## src/rtl/sauria_axi4_lite_cfg_arbiter.sv

```systemverilog
// sauria_axi4_lite_cfg_arbiter
// Round-robin arbiter that lets NUM_REQ AXI4-Lite masters share the single
// SAURIA configuration slave port. Exactly one transaction (AW+W+B or AR+R)
// is in flight at a time. The master-side signals are pure muxes of the
// granted requester; nothing is buffered, and responses pass through unchanged.
`timescale 1ns/1ps
module sauria_axi4_lite_cfg_arbiter #(
    parameter int NUM_REQ = 3,
    parameter int ADDR_W  = 32,
    parameter int DATA_W  = 32,
    localparam int GW     = (NUM_REQ > 1) ? $clog2(NUM_REQ) : 1,
    localparam int SW     = DATA_W / 8
) (
    input  logic                      i_clk,
    input  logic                      i_rst,
    // requester side
    input  logic [NUM_REQ-1:0]        s_awvalid,
    output logic [NUM_REQ-1:0]        s_awready,
    input  logic [NUM_REQ*ADDR_W-1:0] s_awaddr,
    input  logic [NUM_REQ-1:0]        s_wvalid,
    output logic [NUM_REQ-1:0]        s_wready,
    input  logic [NUM_REQ*DATA_W-1:0] s_wdata,
    input  logic [NUM_REQ*SW-1:0]     s_wstrb,
    output logic [NUM_REQ-1:0]        s_bvalid,
    input  logic [NUM_REQ-1:0]        s_bready,
    output logic [1:0]                s_bresp,
    input  logic [NUM_REQ-1:0]        s_arvalid,
    output logic [NUM_REQ-1:0]        s_arready,
    input  logic [NUM_REQ*ADDR_W-1:0] s_araddr,
    output logic [NUM_REQ-1:0]        s_rvalid,
    input  logic [NUM_REQ-1:0]        s_rready,
    output logic [DATA_W-1:0]         s_rdata,
    output logic [1:0]                s_rresp,
    // config slave side
    output logic                      m_awvalid,
    input  logic                      m_awready,
    output logic [ADDR_W-1:0]         m_awaddr,
    output logic                      m_wvalid,
    input  logic                      m_wready,
    output logic [DATA_W-1:0]         m_wdata,
    output logic [SW-1:0]             m_wstrb,
    input  logic                      m_bvalid,
    output logic                      m_bready,
    input  logic [1:0]                m_bresp,
    output logic                      m_arvalid,
    input  logic                      m_arready,
    output logic [ADDR_W-1:0]         m_araddr,
    input  logic                      m_rvalid,
    output logic                      m_rready,
    input  logic [DATA_W-1:0]         m_rdata,
    input  logic [1:0]                m_rresp,
    // status
    output logic [GW-1:0]             o_grant_id,
    output logic                      o_busy
);

    typedef enum logic [2:0] {IDLE, WR_XFER, WR_RESP, RD_ADDR, RD_DATA} state_t;

    state_t        state_q, state_d;
    logic [GW-1:0] grant_q, grant_d;
    logic [GW-1:0] rr_ptr_q, rr_ptr_d;
    logic          aw_done_q, aw_done_d;
    logic          w_done_q, w_done_d;

    logic [NUM_REQ-1:0] req;
    logic               pick_vld;
    logic [GW-1:0]      pick_id;
    logic [GW-1:0]      next_ptr;
    int                 g_idx;

    // A write-data beat on its own never opens a transaction.
    assign req        = s_awvalid | s_arvalid;
    assign g_idx      = int'(grant_q);
    assign next_ptr   = (g_idx == NUM_REQ - 1) ? '0 : grant_q + GW'(1);
    assign o_grant_id = grant_q;
    assign o_busy     = (state_q != IDLE);

    // Round-robin scan starting at rr_ptr; the loop runs backwards so the
    // nearest requester to rr_ptr is the last (winning) assignment.
    always_comb begin
        int idx;
        idx      = 0;
        pick_vld = 1'b0;
        pick_id  = rr_ptr_q;
        for (int k = NUM_REQ - 1; k >= 0; k--) begin
            idx = int'(rr_ptr_q) + k;
            if (idx >= NUM_REQ) idx = idx - NUM_REQ;
            if (req[idx]) begin
                pick_vld = 1'b1;
                pick_id  = GW'(idx);
            end
        end
    end

    // Next-state and channel routing for the granted requester.
    always_comb begin
        logic aw_fin;
        logic w_fin;
        aw_fin    = 1'b0;
        w_fin     = 1'b0;
        state_d   = state_q;
        grant_d   = grant_q;
        rr_ptr_d  = rr_ptr_q;
        aw_done_d = aw_done_q;
        w_done_d  = w_done_q;

        s_awready = '0;
        s_wready  = '0;
        s_bvalid  = '0;
        s_arready = '0;
        s_rvalid  = '0;
        m_awvalid = 1'b0;
        m_wvalid  = 1'b0;
        m_bready  = 1'b0;
        m_arvalid = 1'b0;
        m_rready  = 1'b0;
        m_awaddr  = s_awaddr[g_idx*ADDR_W +: ADDR_W];
        m_wdata   = s_wdata[g_idx*DATA_W +: DATA_W];
        m_wstrb   = s_wstrb[g_idx*SW +: SW];
        m_araddr  = s_araddr[g_idx*ADDR_W +: ADDR_W];
        s_bresp   = m_bresp;
        s_rdata   = m_rdata;
        s_rresp   = m_rresp;

        unique case (state_q)
            IDLE: begin
                if (pick_vld) begin
                    grant_d = pick_id;
                    state_d = s_awvalid[pick_id] ? WR_XFER : RD_ADDR;
                end
            end
            WR_XFER: begin
                m_awvalid          = s_awvalid[grant_q] & ~aw_done_q;
                s_awready[grant_q] = m_awready & ~aw_done_q;
                m_wvalid           = s_wvalid[grant_q] & ~w_done_q;
                s_wready[grant_q]  = m_wready & ~w_done_q;
                aw_fin = aw_done_q | (m_awvalid & m_awready);
                w_fin  = w_done_q | (m_wvalid & m_wready);
                if (aw_fin && w_fin) begin
                    state_d   = WR_RESP;
                    aw_done_d = 1'b0;
                    w_done_d  = 1'b0;
                end else begin
                    aw_done_d = aw_fin;
                    w_done_d  = w_fin;
                end
            end
            WR_RESP: begin
                s_bvalid[grant_q] = m_bvalid;
                m_bready          = s_bready[grant_q];
                if (m_bvalid && m_bready) begin
                    state_d  = IDLE;
                    rr_ptr_d = next_ptr;
                end
            end
            RD_ADDR: begin
                m_arvalid          = s_arvalid[grant_q];
                s_arready[grant_q] = m_arready;
                if (m_arvalid && m_arready) state_d = RD_DATA;
            end
            RD_DATA: begin
                s_rvalid[grant_q] = m_rvalid;
                m_rready          = s_rready[grant_q];
                if (m_rvalid && m_rready) begin
                    state_d  = IDLE;
                    rr_ptr_d = next_ptr;
                end
            end
            default: state_d = IDLE;
        endcase
    end

    // State, grant, round-robin pointer and write-phase completion flags.
    always_ff @(posedge i_clk) begin
        if (i_rst) begin
            state_q   <= IDLE;
            grant_q   <= '0;
            rr_ptr_q  <= '0;
            aw_done_q <= 1'b0;
            w_done_q  <= 1'b0;
        end else begin
            state_q   <= state_d;
            grant_q   <= grant_d;
            rr_ptr_q  <= rr_ptr_d;
            aw_done_q <= aw_done_d;
            w_done_q  <= w_done_d;
        end
    end

endmodule

```

## config.mk

```make
export PLATFORM = sky130hd
export DESIGN_NAME = sauria_axi4_lite_cfg_arbiter
export DESIGN_NICKNAME = d
export VERILOG_FILES = /design/src/rtl/sauria_axi4_lite_cfg_arbiter.sv
export SDC_FILE = /design/constraint.sdc
export NUM_CORES = 1
export LEC_CHECK = 0
export ABC_CLOCK_PERIOD_IN_PS = 3250
export CORE_AREA = 5 5 195 197
export CTS_CLUSTER_DIAMETER = 200
export DETAILED_ROUTE_END_ITERATION = 8
export DIE_AREA = 0 0 200 202
export HOLD_SLACK_MARGIN = 0.03
export PLACE_DENSITY = 0.5
export SKIP_CTS_REPAIR_TIMING = 1
export SYNTH_ARGS = -nofsm -noshare
export SYNTH_HDL_FRONTEND = slang
export SYNTH_SLANG_ARGS = --single-unit
```

## constraint.sdc

```tcl
create_clock -name i_clk -period 3.25 [get_ports i_clk]
set_input_delay 0.325 -clock i_clk [delete_from_list [all_inputs] [get_ports i_clk]]
set_output_delay 0.325 -clock i_clk [all_outputs]
set_load 0.05 [all_outputs]
```

==> metrics, run 1 <==
Hold/Removal Path Class reg2reg; Max-Slew Margin vs Limit 0.5360; worst setup slack before clock tree synthesis about 560 ps; part of the Yosys area used for sequential elements 0.05517; ports placed on the boundary between 500 and 600; net count after synthesis between 800 and 900; Gate Count Post-Synth between 500 and 600; launching point of the worst reg2reg path rr_ptr_q[0]; Overall Power approximately 6100 µW; multi-input gate area in the final layout 2635 µm²; multiplexer fraction of the synthesized cell area 0.3310; residual overflow from global routing 0; endpoint of the worst register-to-register path state_q[1]; post-detailed-placement half-perimeter wirelength 19660 µm; compound-gate portion of the synthesized area 0.2318; maximum net fanout on the critical path 7; number of nets with antenna violations after routing 0; number of failing setup endpoints in the final timing report 0; Final Max Tran Viols 0; dominant combinational cell family by area after synthesis multiplexers; worst stage delay on the critical path roughly 830 ps; number of distinct library cells after synthesis 39; most used flip-flop cell after synthesis dfxtp_1; CTS tree built; Final Hold Violating Endpoints 0; xor and xnor fraction of the mapped netlist area 0; Root Buffer Master clkbuf_16; category of the critical setup timing path reg2out; CP cell instances or3b_2 -> nor2_1 -> nand2_1 -> nor2_1 -> clkdlybuf4s50_1; post-detailed-route DRC marker count 0; f_max around 340 MHz; FF/Latch Area around 190 µm²; routing usage on met2 0.2028; Avg Synthesized Cell Area between 6 and 7 µm²; fraction of layout cells with a size suffix above 1 0.07848; Clock Pin Slew Worst Setup and Hold Paths roughly 40 ps; via count about 5100; number of diodes 0; worst-case reg-to-reg path depth 9; fraction of synthesized cell area taken by the top area cell type 0.3310; Critical Path Sink Type primary output; cell types occupying the most area after synthesis mux2i_1 (33%), o21ai_0 (16%), nand2_1 (13%), buf_4 (8.7%), dfxtp_1 (5.5%); Fin Hold WS roughly 530 ps; RSZ-0062 raised after global routing no; number of flops mapped to enable cells by yosys 0; R2R setup slack approximately 780 ps; Die Footprint between 40000 and 50000 µm²; number of antenna violations at the first check in global routing 0; Die Y-Extent 202 µm; leakage power summed over all cells about 0.0026 µW; number of storage elements in the synthesis netlist 9; Slew @ Worst Pin approximately 700 ps; Via-to-Cell Ratio between 3 and 4; number of I/O port buffers ~440; Adder-Cell Fraction of Synth Area 0.01111; gp weighted congestion 0.8001; slowest CP cell clkdlybuf4s50_1; H-tree lvl count 1; total clock buffers created by CTS 3; maximum VDD drop 0.0005157 V; layout net count between 1000 and 1500; max-cap violation count 0; number of global-route vias before repair roughly 5400; YS warnings 0; Routed WL around 23000 µm; result of the run finished clean; global routing met1 resource utilization 0.09503; most frequent CP cell nor2_1; Core Region around 36000 µm²; cell accounting for the most synthesized area mux2i_1; signal arrival time at the worst endpoint about 2600 ps; Worst-Skew Late Latency 240 ps; final worst-path cycle share 0.8928; beginning of the critical path state_q[0]; global-route wire length before repair between 30000 and 40000 µm; grt peak-use layer met2; maximum clock skew at final layout 1.292 ps; Tmin final between 2000 and 3000 ps; count of routing violations after the opening detailed-route iteration 174; total iterations of the first detailed-routing run 5; total global routing track utilization 0.1014; Async S/R FF share, synth 0; largest net degree at the start of global routing between 50 and 60; area growth from synthesis to layout 143.3%; Site Rows 70; summed instance area of the synthesized netlist about 3300 µm²; endpoint of the worst setup timing path s_awready[2]; total negative slack for setup checks 0 ps; Critical Path RT a little under 3000 ps; simple-gate portion of the synthesized area 0.2307; wire per inst approximately 17 µm; die width 200 µm; number of inserted filler cells in the final layout a little over 4000; worst setup margin 348.4 ps; buffers from clock root to sink, at most 2; effective utilization at floorplan 0.09050; number of sinks handled by clock tree synthesis 9; Power per Cell Area about 760 nW/µm²; type of element launching the critical path flip-flop; met3 GRT Util 0.03401
## cells by family after synthesis
logic type | count (synthesis)
AND/OR/NAND/NOR | 178
AO/OA/AOI/OAI | 133
multiplexers | 108
buffers and inverters | 81
flip-flops | 9
adder cells (fa/ha/maj) | 3
## routing by layer
| layer | vias up | part of all wire |
|---|---|---|
| li1 | 2508 | - |
| met4 | 0 | 0.024 |
| met2 | 317 | 0.53 |
| met3 | 28 | 0.11 |
| met1 | 2270 | 0.34 |
| met5 | - | 0 |
## layout make-up
| cell class | instances | share of cell area |
|---|---|---|
| Multi-Input combinational cell | 422 | 0.3316 |
| Tap cell | 468 | 0.07369 |
| Timing Repair Buffer | 453 | 0.5593 |
| Inverter | 4 | 0.001889 |
| Clock buffer | 4 | 0.009920 |
| Sequential cell | 9 | 0.02362 |
## how the worst min path moves through the flow
stage | start | endpoint | slack [ps] | cells after the start
detailed placement | aw_done_q | aw_done_q | 530 | 2
finish | aw_done_q | aw_done_q | 530 | 2
CTS | aw_done_q | aw_done_q | 530 | 2
floorplan | w_done_q | w_done_q | 500 | 2
global placement | w_done_q | w_done_q | 520 | 2
global route | w_done_q | w_done_q | 580 | 2
## cells in the mapped netlist (2+ instances only)
| cell type | number |
|---|---|
| a221oi_1 | 2 |
| nand2_1 | 113 |
| clkbuf_1 | 25 |
| nor2_1 | 34 |
| and3_1 | 2 |
| inv_1 | 4 |
| or3b_2 | 2 |
| buf_1 | 5 |
| o21ai_0 | 102 |
| nand2b_1 | 2 |
| buf_2 | 8 |
| o21a_1 | 2 |
| and2_1 | 6 |
| dfxtp_1 | 9 |
| nor3_1 | 7 |
| buf_4 | 38 |
| nor2b_1 | 5 |
| a21oi_1 | 9 |
| mux2i_1 | 108 |
| o2bb2ai_1 | 5 |
| a211o_1 | 3 |
| nor3b_1 | 3 |
| ha_1 | 2 |
## per-stage QoR
step,area (µm²),instances,util
final,7946,1360,0.2202
after detailed placement,7868,1356,0.2180
after global placement,7868,1356,0.2180
after CTS,7946,1360,0.2202
after floorplan,3266,512,-
after global routing,7946,1360,0.2202
## cell usage in the layout (no fill, tap or decap), types with 2 or more instances in the layout
| master | n |
|---|---|
| and3_1 | 2 |
| a211o_1 | 3 |
| or3b_2 | 2 |
| mux2i_1 | 108 |
| clkdlybuf4s50_1 | 397 |
| buf_12 | 4 |
| nand2b_1 | 2 |
| o21ai_0 | 102 |
| inv_1 | 4 |
| and2_1 | 6 |
| a21oi_1 | 9 |
| ha_1 | 2 |
| nor3b_1 | 3 |
| dfxtp_1 | 7 |
| nor3_1 | 7 |
| buf_4 | 52 |
| nand2_1 | 113 |
| o2bb2ai_1 | 5 |
| o21a_1 | 2 |
| dfxtp_4 | 2 |
| a221oi_1 | 2 |
| nor2_1 | 34 |
| nor2b_1 | 4 |
| clkbuf_16 | 3 |
## sequential cells by signal (all words and copies together) (netlist names)
register,count
state_q,3
o_grant_id,2
w_done_q,1
aw_done_q,1
rr_ptr_q,2
## where the power goes
group	internal, µW	total (µW)	switching (µW)	leakage [µW]
combinational	1860	5610	3760	0.00253
clock	164	219	54.9	0.0000382
sequential	149	234	85.5	0.0000751
total	2170	6070	3900	0.00264
## worst max-delay path, delay by kind of cell, from the launching register on
family                 cells  cell delay [ps]
and+or+nand+nor            4             1110
buffers and inverters      1              830
DFF                        1              400
Note: power is estimated with default switching activity, not from simulation.
==> run 2, diff against run 1 <==
Settings changed: REMOVE_ABC_BUFFERS set to 1.
==> run 2 against run 1 <==
  * Global-route usage increased by 1.9 points
  * Critical path type unchanged
  * Critical path depth is the same
  * Die area unchanged
==> metrics, run 2 (synthesis results as in run 1) <==
maximum net fanout on the critical path 7 (unchanged); Tmin final 2793 ps (was 2902 ps); share of total power in the clock network 0.033 (was 0.036); total clock buffers created by CTS 3 (unchanged); slowest CP cell clkdlybuf4s50_1 (unchanged); hold path startpoint aw_done_q (unchanged); beginning of the critical path state_q[0] (unchanged); RSZ-0062 raised after global routing no (unchanged); Met3 Routed Length 3703 µm (was 2447 µm); final worst-path cycle share 0.8592 (was 0.8928); wire per inst 19.90 µm (was 16.71 µm); effective utilization at floorplan 0.09050 (unchanged); Slew @ Worst Pin 770.1 ps (was 696.1 ps); Die Footprint 40400 µm² (unchanged); fraction of power consumed by sequential logic 0.038 (was 0.039); category of the critical setup timing path reg2out (unchanged); Biggest register state_q (unchanged); worst stage delay on the critical path 810 ps (was 830 ps); Root Buffer Master clkbuf_16 (unchanged); Core Region 36080 µm² (unchanged); CP bufs+invs 1 (unchanged); Overall Power 6780 µW (was 6068 µW); Hold/Removal Path Class reg2reg (unchanged); CTS tree built (unchanged); number of sinks handled by clock tree synthesis 9 (unchanged); highest metal layer used by the detailed router met5 (was met4); number of global-route vias before repair 5443 (was 5408); buffers from clock root to sink, at most 2 (unchanged); layout net count 1254 (was 1253); Power per Cell Area 809.1 nW/µm² (was 763.6 nW/µm²); endpoint of the worst register-to-register path state_q[1] (unchanged); total global routing track utilization 0.1204 (was 0.1014); internal cell power 2692 µW (was 2171 µW); Max-Slew Margin vs Limit 0.4866 (was 0.5360); type of element launching the critical path flip-flop (unchanged); Sw Pwr 4088 µW (was 3897 µW); total instance count after detailed placement 1357 (was 1356); proportion of power drawn by combinational gates 0.929 (was 0.925); Die Y-Extent 202 µm (unchanged); post-detailed-placement half-perimeter wirelength 23570 µm (was 19660 µm); worst-case reg-to-reg path depth 9 (unchanged); leakage power summed over all cells 0.002894 µW (was 0.002640 µW); Worst-Skew Late Latency 240 ps (about the same); worst setup margin 457.5 ps (was 348.4 ps); maximum clock skew at final layout 2.039 ps (was 1.292 ps); Site Rows 70 (unchanged); worst setup slack before clock tree synthesis 584.6 ps (was 562.4 ps); global-route wire length before repair 36120 µm (was 31150 µm); area growth from synthesis to layout 156.6% (was 143.3%); via count 5166 (was 5123); most frequent standard cell in the layout excluding fill and tap cells clkdlybuf4s50_1 (unchanged); Final Hold Violating Endpoints 0 (unchanged); die width 200 µm (unchanged); Routed WL 27090 µm (was 22730 µm); result of the run finished clean (unchanged); post-detailed-route DRC marker count 0 (unchanged); kind of cell with the highest combined delay on the critical path simple AND/OR/NAND/NOR gates (unchanged); count of routing violations after the opening detailed-route iteration 142 (was 174); largest net degree at the start of global routing 56 (was 57); f_max 358.1 MHz (was 344.6 MHz); most frequent cells in the layout clkdlybuf4s50_1 (342), nand2_1 (113), mux2i_1 (108) (was clkdlybuf4s50_1 (397), nand2_1 (113), mux2i_1 (108)); gp weighted congestion 0.8453 (was 0.8001); maximum VDD drop 0.0004553 V (was 0.0005157 V); non-filler cells, final 1361 (was 1360); R2R setup slack 620 ps (was 780 ps); Critical Path RT 2920 ps (about the same); number of I/O port buffers 444 (unchanged); met2 layer wire length in the routed design 12290 µm (was 12050 µm); number of nets with antenna violations after routing 0 (unchanged); number of diodes 0 (unchanged); Via-to-Cell Ratio 3.796 (was 3.767); Final Max Tran Viols 0 (unchanged); Critical Path Sink Type primary output (unchanged); fraction of layout cells with a size suffix above 1 0.1411 (was 0.07848); share of the core filled with cells 0.2322 (was 0.2202); Clock Pin Slew Worst Setup and Hold Paths 40 ps (about the same); residual overflow from global routing 0 (unchanged); launching point of the worst reg2reg path rr_ptr_q[0] (unchanged); hold worst-path end aw_done_q (unchanged); sw frac 0.6030 (was 0.6422); max-cap violation count 0 (unchanged); CP cell instances or3b_2 -> nor2_1 -> nand2_1 -> nor2_1 -> clkdlybuf4s50_1 (unchanged); H-tree lvl count 1 (unchanged); most frequent CP cell nor2_1 (unchanged); met1 WL 10650 µm (was 7686 µm); number of antenna violations at the first check in global routing 7 (was 0); number of flip-flops under the largest register name 3 (unchanged); total iterations of the first detailed-routing run 4 (was 5); signal arrival time at the worst endpoint 2470 ps (was 2580 ps); ports placed on the boundary 517 (unchanged); hold depth 2 (unchanged); number of failing setup endpoints in the final timing report 0 (unchanged)
-- run 2: worst max-delay path by stage --
stage,to,slack (ps),cells past startpoint
after global placement,state_q[1],610,8
after floorplan,state_q[1],-6420,6
after detailed placement,state_q[1],580,8
after CTS,s_wready[2],460,5
after global routing,m_wdata[15],320,4
final,s_awready[2],460,5
-- run 2: power groups by stage --
stage	clock [µW]	sequential [µW]	combinational, µW
2_1_floorplan	0	358	3510
3_3_place_gp	0	260	6370
3_5_place_dp	0	265	6380
4_1_cts	227	262	6390
5_1_grt	234	272	6620
6_report	222	257	6300
-- run 2: area by class of cell --
cell class              instances  area [µm²]
multi-input cells             422        2635
well taps                     468       585.6
inverters                       4       15.01
flip-flops and latches          9       187.7
repair buffers                454        4877
clock buffers                   4       78.83
fillers                      3972       27710
-- run 2: worst register-to-register path: cells and delay by family (launching register included) --
kind                     cells  cell delay [ps]
AO/OA/AOI/OAI                4             1020
adder cells (fa/ha/maj)      1              530
buffers and inverters        1               90
flip-flops                   1              330
multiplexers                 1              250
AND/OR/NAND/NOR              2              310
-- run 2: layer usage --
layer  vias up  global-route usage
li1       2516                   -
met1      2290              0.1391
met2       321              0.2028
met4        10             0.01286
met3        29             0.06101
met5         -             0.02963
-- run 2: per-stage QoR --
stage                     setup TNS (ps)  area, µm²  hold slack [ps]
final                                  0       8379            526.4
after floorplan                  -734690       2823            394.1
after global routing                   0       8379            555.8
after global placement                 0       8300            520.8
after detailed placement               0       8300            523.1
after CTS                              0       8379            529.9
==> run 3, diff against run 2 <==
Settings changed: RECOVER_POWER set to 50.
==> run 3 against run 2 <==
  * Final cell count stayed put
  * Wire length is 0.28% higher
  * Clock power hardly changed
  * Total power is 5.8% lower
  * Die area stayed put
  * Final area is 3.4% lower
  * Largest power group unchanged
==> metrics, run 3 (synthesis results as in run 1) <==
Routed WL 27160 µm (was 27090 µm); layout net count 1254 (unchanged); RSZ-0062 raised after global routing no (unchanged); number of failing setup endpoints in the final timing report 0 (unchanged); Die Footprint 40400 µm² (unchanged); via count 5177 (was 5166); Biggest register state_q (unchanged); worst-case reg-to-reg path depth 8 (was 9); gp weighted congestion 0.8453 (unchanged); area growth from synthesis to layout 147.9% (was 156.6%); max-cap violation count 0 (unchanged); maximum net fanout on the critical path 55 (was 7); number of global-route vias before repair 5443 (unchanged); total instance count after detailed placement 1357 (unchanged); H-tree lvl count 1 (unchanged); fraction of layout cells with a size suffix above 1 0.1075 (was 0.1411); number of sinks handled by clock tree synthesis 9 (unchanged); largest net degree at the start of global routing 56 (unchanged); CP cell instances nor2b_4 -> clkbuf_4 -> nand2_1 -> o21ai_0 -> clkbuf_1 (was or3b_2 -> nor2_1 -> nand2_1 -> nor2_1 -> clkdlybuf4s50_1); Final Hold Violating Endpoints 0 (unchanged); endpoint of the worst register-to-register path state_q[1] (unchanged); total global routing track utilization 0.1204 (unchanged); result of the run finished clean (unchanged); residual overflow from global routing 0 (unchanged); number of nets with antenna violations after routing 0 (unchanged); Root Buffer Master clkbuf_16 (unchanged); hold worst-path end aw_done_q (unchanged); number of flip-flops under the largest register name 3 (unchanged); Clock Pin Slew Worst Setup and Hold Paths 40 ps (about the same); Slew @ Worst Pin 763.6 ps (was 770.1 ps); Die Y-Extent 202 µm (unchanged); total clock buffers created by CTS 3 (unchanged); post-detailed-route DRC marker count 0 (unchanged); Site Rows 70 (unchanged); total negative slack for setup checks 0 ps (unchanged); Tmin final 2863 ps (was 2793 ps); number of antenna violations at the first check in global routing 7 (unchanged); Critical Path RT 2920 ps (about the same); launching point of the worst reg2reg path o_grant_id[0] (was rr_ptr_q[0]); count of routing violations after the opening detailed-route iteration 144 (was 142); Worst-Skew Late Latency 240 ps (about the same); global-route wire length before repair 36120 µm (unchanged); f_max 349.3 MHz (was 358.1 MHz); most frequent standard cell in the layout excluding fill and tap cells clkdlybuf4s50_1 (unchanged); ports placed on the boundary 517 (unchanged); Max-Slew Margin vs Limit 0.4909 (was 0.4866); maximum VDD drop 0.0004257 V (was 0.0004553 V); total iterations of the first detailed-routing run 4 (unchanged); Critical Path Sink Type primary output (unchanged); slowest CP cell clkbuf_4 (was clkdlybuf4s50_1); number of inserted filler cells in the final layout 4026 (was 3972); Core Region 36080 µm² (unchanged); wire per inst 19.96 µm (was 19.90 µm); CTS tree built (unchanged); number of diodes 0 (unchanged); category of the critical setup timing path reg2out (unchanged); non-filler cells, final 1361 (unchanged); Final Max Tran Viols 0 (unchanged); maximum clock skew at final layout 1.928 ps (was 2.039 ps); final worst-path cycle share 0.8808 (was 0.8592); number of I/O port buffers 444 (unchanged); Hold/Removal Path Class reg2reg (unchanged); Power per Cell Area 788.6 nW/µm² (was 809.1 nW/µm²); die width 200 µm (unchanged); signal arrival time at the worst endpoint 2540 ps (was 2470 ps); type of element launching the critical path flip-flop (unchanged); most frequent cells in the layout clkdlybuf4s50_1 (339), nand2_1 (113), mux2i_1 (108) (was clkdlybuf4s50_1 (342), nand2_1 (113), mux2i_1 (108)); leakage power summed over all cells 0.002735 µW (was 0.002894 µW); effective utilization at floorplan 0.09050 (unchanged); hold depth 2 (unchanged); R2R setup slack 620 ps (about the same); worst stage delay on the critical path 640 ps (was 810 ps); buffers from clock root to sink, at most 2 (unchanged); hold path startpoint aw_done_q (unchanged); post-detailed-placement half-perimeter wirelength 23570 µm (unchanged); Via-to-Cell Ratio 3.804 (was 3.796)
[run 3: cell count changes in the layout (fill, tap and decap cells not counted)]
cell,before,now
buf_12,49,36
and2_0,0,1
maj3_2,1,0
maj3_1,0,1
buf_4,63,44
and2_1,6,5
a221oi_2,1,0
a221oi_1,2,3
dlygate4sd3_1,0,3
clkbuf_1,1,29
clkdlybuf4s50_1,342,339
clkbuf_2,0,3
clkbuf_4,0,1
[run 3: worst max path at each step]
stage / start / slack, ps / end
after floorplan: o_grant_id[1] / -6420 / state_q[1]
after global placement: o_grant_id[0] / 610 / state_q[1]
after detailed placement: o_grant_id[0] / 580 / state_q[1]
after CTS: state_q[0] / 460 / s_wready[2]
after global routing: o_grant_id[0] / 180 / m_awaddr[21]
final: o_grant_id[0] / 390 / m_awaddr[12]
[run 3: through the flow]
| step | instance area (µm²) | hold slack, ps | total power (µW) | worst slack, ps | utilization |
|---|---|---|---|---|---|
| global placement | 8300 | 520.8 | 6626 | 612.1 | 0.2300 |
| detailed placement | 8300 | 523.1 | 6643 | 584.6 | 0.2300 |
| floorplan | 2823 | 394.1 | 3864 | -6419 | - |
| finish | 8097 | 528.3 | 6385 | 387.4 | 0.2244 |
| global route | 8097 | 555.8 | 6722 | 181.2 | 0.2244 |
| CTS | 8379 | 529.9 | 6879 | 457.2 | 0.2322 |
[run 3: final cells by class]
cell class / instances / area [µm²] / share of cell area
Multi-Input combinational cell: 422 / 2628 / 0.3245
Timing Repair Buffer: 454 / 4602 / 0.5684
Clock buffer: 4 / 78.83 / 0.009736
Tap cell: 468 / 585.6 / 0.07232
Sequential cell: 9 / 187.7 / 0.02318
Inverter: 4 / 15.01 / 0.001854
[run 3: where the power goes]
group | leakage [µW] | total, µW | internal, µW | switching, µW
logic | 0.00262 | 5910 | 2030 | 3870
registers | 0.0000751 | 257 | 149 | 109
clock network | 0.0000382 | 222 | 164 | 57.4
total | 0.00273 | 6380 | 2340 | 4040
[run 3: worst max-delay path: cells and delay by family (launching register included)]
kind,cells,cell delay (ps)
AOI/OAI and AO/OA,1,110
buffers and inverters,2,1140
DFF,1,530
and+or+nand+nor,2,460
[run 3: metal layers]
layer / part of all wire / global-route usage / routed length, µm / up-vias
met3: 0.14 / 0.06101 / 3704 / 27
met2: 0.45 / 0.2028 / 12280 / 321
met4: 0.0084 / 0.01286 / 229 / 10
met1: 0.40 / 0.1391 / 10750 / 2300
met5: 0.0073 / 0.02963 / 198 / -
li1: - / - / - / 2519
